File: src/rtl/uart_rx_pkg.sv
// Shared types and constants for the UART receive front end.
package uart_rx_pkg;

  localparam int DATA_WIDTH_DEF = 8;

  localparam int PRESCALE_8  = 8;
  localparam int PRESCALE_16 = 16;
  localparam int PRESCALE_32 = 32;

  typedef enum logic [2:0] {
    IDLE,
    START,
    DATA,
    PARITY,
    STOP,
    OUT
  } state_t;

endpackage

File: src/rtl/uart_rx_data_sampling.sv
// Three-point capture around mid-bit and 2-of-3 majority vote of the serial line.
module uart_rx_data_sampling
  import uart_rx_pkg::*;
#(
  parameter int PRESCALE_W = 6
) (
  input  logic                  clk,
  input  logic                  rst_n,
  input  logic                  enable,
  input  logic                  rx_in,
  input  logic [PRESCALE_W-1:0] edge_cnt,
  input  logic [PRESCALE_W-1:0] prescale,
  output logic                  sampled_bit
);

  logic [PRESCALE_W-1:0] half;
  logic                  first;
  logic                  second;

  assign half = prescale >> 1;

  // The third sample is voted straight from the line, so the result lands one edge later.
  always_ff @(posedge clk) begin
    if (!rst_n) begin
      first       <= 1'b0;
      second      <= 1'b0;
      sampled_bit <= 1'b1;
    end else if (enable) begin
      if (edge_cnt == half - PRESCALE_W'(1)) first <= rx_in;
      if (edge_cnt == half) second <= rx_in;
      if (edge_cnt == half + PRESCALE_W'(1))
        sampled_bit <= (first & second) | (first & rx_in) | (second & rx_in);
    end
  end

endmodule

File: src/rtl/uart_rx_frame_sampler.sv
// UART receive front end: start detection, per-bit sampling, deserialisation and
// frame qualification ahead of the parity checker.
module uart_rx_frame_sampler
  import uart_rx_pkg::*;
#(
  parameter int DATA_WIDTH = DATA_WIDTH_DEF,
  parameter int PRESCALE_W = 6
) (
  input  logic                  CLK,
  input  logic                  RST,
  input  logic                  RX_IN,
  input  logic [PRESCALE_W-1:0] PRESCALE,
  input  logic                  PAR_EN,
  input  logic                  par_err,
  output logic                  sampled_bit,
  output logic [DATA_WIDTH-1:0] P_DATA,
  output logic                  par_chk_en,
  output logic                  data_valid,
  output logic                  frame_err,
  output logic                  strt_glitch,
  output logic                  busy
);

  localparam int BCW = (DATA_WIDTH > 1) ? $clog2(DATA_WIDTH) : 1;
  localparam logic [BCW-1:0] LAST_BIT = BCW'(DATA_WIDTH - 1);

  state_t                state;
  state_t                next_state;
  logic [PRESCALE_W-1:0] edge_cnt;
  logic [PRESCALE_W-1:0] p_reg;
  logic [PRESCALE_W-1:0] p_sel;
  logic [PRESCALE_W-1:0] d_edge;
  logic [PRESCALE_W-1:0] last_edge;
  logic [BCW-1:0]        bit_cnt;
  logic                  perr;
  logic                  serr;
  logic                  at_d;
  logic                  at_last;

  // Unsupported ratios fall back to the slowest-to-misread setting of 8.
  assign p_sel = (PRESCALE == PRESCALE_W'(PRESCALE_16) || PRESCALE == PRESCALE_W'(PRESCALE_32))
                 ? PRESCALE : PRESCALE_W'(PRESCALE_8);

  assign d_edge    = (p_reg >> 1) + PRESCALE_W'(2);
  assign last_edge = p_reg - PRESCALE_W'(1);
  assign at_d      = (edge_cnt == d_edge);
  assign at_last   = (edge_cnt == last_edge);

  uart_rx_data_sampling #(
    .PRESCALE_W (PRESCALE_W)
  ) u_sampling (
    .clk         (CLK),
    .rst_n       (RST),
    .enable      (busy),
    .rx_in       (RX_IN),
    .edge_cnt    (edge_cnt),
    .prescale    (p_reg),
    .sampled_bit (sampled_bit)
  );

  always_ff @(posedge CLK) begin
    if (!RST) state <= IDLE;
    else      state <= next_state;
  end

  always_comb begin
    next_state  = state;
    par_chk_en  = 1'b0;
    data_valid  = 1'b0;
    frame_err   = 1'b0;
    strt_glitch = 1'b0;
    busy        = (state != IDLE);
    case (state)
      IDLE:   if (!RX_IN) next_state = START;
      START: begin
        if (at_d && sampled_bit) begin
          strt_glitch = 1'b1;
          next_state  = IDLE;
        end else if (at_last) begin
          next_state = DATA;
        end
      end
      DATA:   if (at_last && bit_cnt == LAST_BIT) next_state = PAR_EN ? PARITY : STOP;
      PARITY: begin
        par_chk_en = at_d;
        if (at_last) next_state = STOP;
      end
      // Leaving at the decision edge skips the back half of the stop bit.
      STOP:   if (at_d) next_state = OUT;
      OUT: begin
        data_valid = !(perr || serr);
        frame_err  = perr || serr;
        next_state = IDLE;
      end
      default: next_state = IDLE;
    endcase
  end

  always_ff @(posedge CLK) begin
    if (!RST) begin
      edge_cnt <= '0;
      p_reg    <= PRESCALE_W'(PRESCALE_8);
      bit_cnt  <= '0;
      P_DATA   <= '0;
      perr     <= 1'b0;
      serr     <= 1'b0;
    end else begin
      case (state)
        IDLE: begin
          edge_cnt <= '0;
          if (!RX_IN) begin
            edge_cnt <= PRESCALE_W'(1);
            p_reg    <= p_sel;
            bit_cnt  <= '0;
            P_DATA   <= '0;
            perr     <= 1'b0;
            serr     <= 1'b0;
          end
        end
        OUT: edge_cnt <= '0;
        default: begin
          edge_cnt <= at_last ? '0 : edge_cnt + PRESCALE_W'(1);
          if (state == DATA && at_d) P_DATA <= {sampled_bit, P_DATA[DATA_WIDTH-1:1]};
          if (state == DATA && at_last) bit_cnt <= bit_cnt + BCW'(1);
          // The checker answers one cycle after the strobe.
          if (state == PARITY && edge_cnt == d_edge + PRESCALE_W'(1)) perr <= perr | par_err;
          if (state == STOP && at_d) serr <= !sampled_bit;
        end
      endcase
    end
  end

endmodule

File: config.mk
export PLATFORM = sky130hd
export DESIGN_NAME = uart_rx_frame_sampler
export DESIGN_NICKNAME = d
export VERILOG_FILES = /design/src/rtl/uart_rx_pkg.sv /design/src/rtl/uart_rx_data_sampling.sv /design/src/rtl/uart_rx_frame_sampler.sv
export SDC_FILE = /design/constraint.sdc
export NUM_CORES = 1
export LEC_CHECK = 0
export ABC_AREA = 0
export BUFFER_PORTS_ARGS = -buffer_cell sky130_fd_sc_hd__buf_2
export CORE_AREA = 2 2 68 118
export DETAILED_ROUTE_END_ITERATION = 16
export DIE_AREA = 0 0 70 120
export GPL_TIMING_DRIVEN = 0
export PLACE_DENSITY = 0.49
export SYNTH_ARGS = -nofsm -noshare
export SYNTH_HDL_FRONTEND = slang
export SYNTH_SLANG_ARGS = --single-unit
export TNS_END_PERCENT = 100
File: constraint.sdc
create_clock -name CLK -period 3.6 [get_ports CLK]
set_input_delay 0 -clock CLK [delete_from_list [all_inputs] [get_ports CLK]]
set_output_delay 0 -clock CLK [all_outputs]
set_load 0.1 [all_outputs]
== After elaboration in Yosys (flattened, before gate mapping) ==
Index checks and enable logic that the tools add are counted.
Word-level totals
  latch bits: 0
  RAM bits: 0
  output and inout bits: 14
  flip-flop bits (word level): 31
  memories kept: 0
  memory bits (read-only): 0
  logic and storage cells: 97
Cells by class
  bitwise logic cells: 8
  multiply operators: 0
  shift operators: 0
  reduce and logical (&&, ||, !) cells: 25
  magnitude comparators: 0
  muxes and demuxes: 28
  equality and inequality tests: 19
  $add $sub $neg: 7
  div/mod/pow operators: 0
Operators with widths (number)
  == test 6 bit: 5
  two-way mux 3 bit: 9
  two-way mux 8 bit: 2
  case mux 8 bit (2 select lines): 1
  case mux 3 bit (5 select lines): 1
  adder 6 x 1 -> 6 bit, second input constant: 2
  two-way mux 6 bit: 2
  case mux 6 bit (2 select lines): 1
  AND reduction 3 bit: 4
  == test 3 bit, second input constant: 3
  two-way mux 1 bit: 9
  != test 2 bit, second input constant: 4
  AND reduction 2 bit: 4
  nonzero test 2 bit: 4
  adder 5 x 1 -> 6 bit, second input constant: 1
  adder 5 x 2 -> 6 bit, second input constant: 1
  == test 3 x 2 -> 1 bit, second input constant: 2
  == test 6 x 5 -> 1 bit: 1
  == test 6 x 5 -> 1 bit, second input constant: 1
  == test 6 bit, second input constant: 1
  logical AND 1 bit: 6
  case mux 3 bit (2 select lines): 1
  subtractor 5 x 1 -> 6 bit, second input constant: 1
  subtractor 6 x 1 -> 6 bit, second input constant: 1
  other kinds (12): 20

== Logic depth before layout (Yosys ltp) ==
  depth after elaboration: 6
  depth in mapped cells: 10
  gate-level depth less buffers: 9

== Modules after synthesis ==
A second synthesis with hierarchy kept.
Unflattened totals
  cell total of the unflattened synthesis: 268
  area, all modules: 2292.2 µm²
By module, submodules not included
  uart_rx_frame_sampler: instances 1, area each 1886.8 µm², seq. area each 560.5 µm², cells an instance 219
  uart_rx_data_sampling: instances 1, area each 405.4 µm², seq. area each 60.1 µm², cells an instance 49

== Least setup slack after synthesis ==
Ideal clock, no wire load.
  path type: register to output
  start: register p_reg[3]
  end: output strt_glitch
  path slack: 572 ps
  arrival time: 3028 ps
  required time: 3600 ps
  buffers on the path: 1
  cell stages (with the launch flop): 8
  path through: dfxtp_1 -> buf_2 -> inv_1 -> ha_1 -> xor2_1 -> nor4b_4 -> and4_1 -> nor2b_1
On the way
  word-level cells in the longest chain between the ends: 5
Ends and longest elaborated chain
  start, declared: RTL line uart_rx_frame_sampler.sv:30  | logic [PRESCALE_W-1:0] p_reg;
  start signal, assigned: RTL line uart_rx_frame_sampler.sv:102  | p_reg <= PRESCALE_W'(PRESCALE_8);
  start signal, assigned: RTL line uart_rx_frame_sampler.sv:113  | p_reg <= p_sel;
  adder 5 x 2 -> 6 bit: RTL line uart_rx_frame_sampler.sv:44  | assign d_edge = (p_reg >> 1) + PRESCALE_W'(2);
  == test 6 bit: RTL line uart_rx_frame_sampler.sv:46  | assign at_d = (edge_cnt == d_edge);
  logical AND 1 bit: RTL line uart_rx_frame_sampler.sv:76  | if (at_d && sampled_bit) begin
  two-way mux 1 bit: RTL line uart_rx_frame_sampler.sv:76
  two-way mux 1 bit: RTL line uart_rx_frame_sampler.sv:73  | case (state)
  end, declared: RTL line uart_rx_frame_sampler.sv:20  | output logic strt_glitch,
No other way between the ends.

== Final worst setup path ==
  start: register p_reg[2]
  end: register bit_cnt[1]
On the way
  word-level cells in the longest chain between the ends: 5
Ends and longest elaborated chain
  subtractor 6 x 1 -> 6 bit: RTL line uart_rx_frame_sampler.sv:45  | assign last_edge = p_reg - PRESCALE_W'(1);
  == test 6 bit: RTL line uart_rx_frame_sampler.sv:47  | assign at_last = (edge_cnt == last_edge);
  logical AND 1 bit: RTL line uart_rx_frame_sampler.sv:124  | if (state == DATA && at_last) bit_cnt <= bit_cnt + BCW'(1);
  nonzero test 2 bit (no line)
  AND reduction 3 bit (no line)
  end signal, assigned: RTL line uart_rx_frame_sampler.sv:124
  end, declared: RTL line uart_rx_frame_sampler.sv:34  | logic [BCW-1:0] bit_cnt;
No other way between the ends.
A chain may end at the register's enable or synchronous reset.

==> metrics <==
status finished clean; number of max-cap violations 0; worst skew pair latency 0.28 ns; CTS tree built; largest net degree at the start of global routing 12; port bufs 23; RSZ-0062 raised after global routing no; most frequent cell after synthesis nor2_1; Worst Skew 0.00646 ns; WP data arrival 3.20 ns; TNS Setup 0 ns; Wirelength per Cell 14.4 um; Worst R2R Path Depth 9; EDFF count, synth 0; Syn. warnings 0; fin crit period 2.99 ns; ys flop type dfxtp_1; top-area cell type share of the netlist area 28.6%; CP Max Fanout 8; crit path launch p_reg[2]$_SDFFE_PN0P_; Yosys reg bits 31; GRT overflow 0; Leak Pwr 0.00109 uW; CTS clk-pin slew, worst paths 0.06 ns; DP Cell Count 382; Hold/Removal Path Class in2reg; DR pass1 iterations 4; PD cells 568 nW/um^2; final slew viol count 0; Synth area leaders dfxtp_1, ha_1, mux2i_1; WP data required 3.81 ns; area delta synth->final 18.6%; setup violators final 0; vias in the first global route 1,996; CP max-delay cell nor4_1; HPWL Detailed 4530 um; DRT iter0 DRCs 38; fmax 334 MHz; CORE AREA 7460 um^2; sequential cell area fraction in the yosys report 28.6%; initial antenna violation count 0; Worst Setup Start Kind flip-flop; # rows 42; Critical Path Max Stage Delay 0.66 ns; final hold slack 0.00505 ns; Die Footprint 8400 um^2; Worst Tran Pin Value 0.732 ns; Async SR Flop Fraction 0%; Worst R2R Setup Slack 0.61 ns; # fillers 833; Syn Nets 294; Peak supply drop 519 uV; share of layout cells above drive strength 1 14.5%; DRC errors left 0; Post-synth top cells nor2_1, dfxtp_1, nand2_1; Avg Vias per Cell 4.91; FF-to-FF Start p_reg[2]$_SDFFE_PN0P_; CP Cell Sequence inv_1 > ha_1 > a21boi_1 > nand2_1 > xnor2_1 > nor4_1 > a21oi_1 > nor3_2 > mux2i_1; Bufs on Longest Clock Path 2; global-route wire length before repair 9490 um; Yosys cell types 46; total chip power 1460 uW; final hold vios 0; Synth Cell Area 2170 um^2; critical path type reg2reg; total CTS buffers 5; Final Cycle Share 83.1%; root buf cell clkbuf_16; routability cong. 0.830; mean area per synthesized cell 8.00 um^2; IO Pins 25; die height 120 um; DR vias 1,920; CTS resizes 0; slew margin rel. 50.8%; FF-to-FF End bit_cnt[1]$_SDFFE_PN0P_; Starting Density 29.1%; Largest register FFs 8; total track usage 14.5%; DRT Wirelength 5640 um; ant diodes 0; crit end category flip-flop; die width 70 um; leading area contributor after synthesis dfxtp_1; ANT nets after route 0; Synth Instances 271; Post-Layout Cell Count 391; clk sink count 31; Total Nets Final 325; CTS H-tree lvls 2; worst setup path endpoint bit_cnt[1]$_SDFFE_PN0P_
## worst min path at each step
stage | startpoint | to | cells past startpoint
5_1_grt | PRESCALE[4] | p_reg[4]$_SDFFE_PN0P_ | 3
4_1_cts | PRESCALE[4] | p_reg[5]$_SDFFE_PN0P_ | 3
6_report | PRESCALE[4] | p_reg[5]$_SDFFE_PN0P_ | 3
3_3_place_gp | PRESCALE[5] | p_reg[5]$_SDFFE_PN0P_ | 3
3_5_place_dp | PRESCALE[5] | p_reg[5]$_SDFFE_PN0P_ | 3
2_1_floorplan | PRESCALE[5] | p_reg[5]$_SDFFE_PN0P_ | 2
## cell families after synthesis
| family | after synthesis | synth area share, % |
|---|---|---|
| and+or+nand+nor | 121 | 29.7 |
| AOI/OAI and AO/OA | 35 | 9.93 |
| DFF | 31 | 28.6 |
| xor gates and xnor gates | 29 | 12.4 |
| buffers and inverters | 27 | 5.08 |
| muxes | 15 | 6.92 |
| adders and majority gates | 13 | 7.39 |
## layout make-up
cell class / instances / area [um^2] / share of cell area [%]
Buffer: 15 / 65.1 / 2.53
Clock buffer: 5 / 125 / 4.86
Clock inverter: 3 / 43.8 / 1.70
Inverter: 12 / 45.0 / 1.75
Multi-Input combinational cell: 213 / 1440 / 55.9
Sequential cell: 31 / 621 / 24.1
Tap cell: 88 / 110 / 4.28
Timing Repair Buffer: 24 / 125 / 4.86
## power breakdown
| group | total, uW | leakage, uW | switching, uW | internal [uW] |
|---|---|---|---|---|
| Clock | 491 | 0.0000838 | 165 | 326 |
| Combinational | 555 | 0.000751 | 394 | 161 |
| Sequential | 415 | 0.000251 | 36.7 | 378 |
## cell usage in the layout (no fill, tap or decap), drive strengths merged, types with 3 or more instances in the layout
cell and count:
dfxtp 31, clkbuf 13, mux2i 15, xor2 13, ha 12, clkinv 3, a21oi 11, nor2 33
nand3 11, buf 30, nor3 10, o21ai 10, nand2 20, nor4 4, xnor2 16, nand2b 6
nor2b 13, inv 11, o211ai 3, nand4 7, or3 5
## metrics by stage
| stage | utilization, % | setup slack (ns) | area (um^2) |
|---|---|---|---|
| final | 34.5 | 0.607 | 2570 |
| after global routing | 34.5 | 0.425 | 2570 |
| after CTS | 34.5 | 0.573 | 2570 |
| after detailed placement | 32.1 | 0.599 | 2390 |
| after global placement | 32.1 | 0.630 | 2390 |
| after floorplan | - | 0.572 | 2170 |
## critical path: cells and delay by family, from the launching register on
kind                     cells  cell delay (ns)
AO/OA/AOI/OAI                2             0.45
buffers and inverters        1             0.29
multiplexers                 1             0.23
adder cells (fa/ha/maj)      1             0.32
XOR/XNOR                     1             0.14
AND/OR/NAND/NOR              3             1.11
flip-flops                   1             0.38
## layer usage
metal	wire length [um]	global-route usage [%]	share of wire [%]	up-vias
met5	0	0	0	-
li1	-	-	-	986
met4	220	8.41	3.9	0
met1	2020	13.1	36	884
met3	128	2.18	2.3	17
met2	3270	29.3	58	33
## timing repair
action | CTS | global route
setup buffers | 0 | 0
hold endpoints to repair | 1 | 0
hold buffers | 1 | 0
Note: power is estimated with default switching activity, not from simulation.
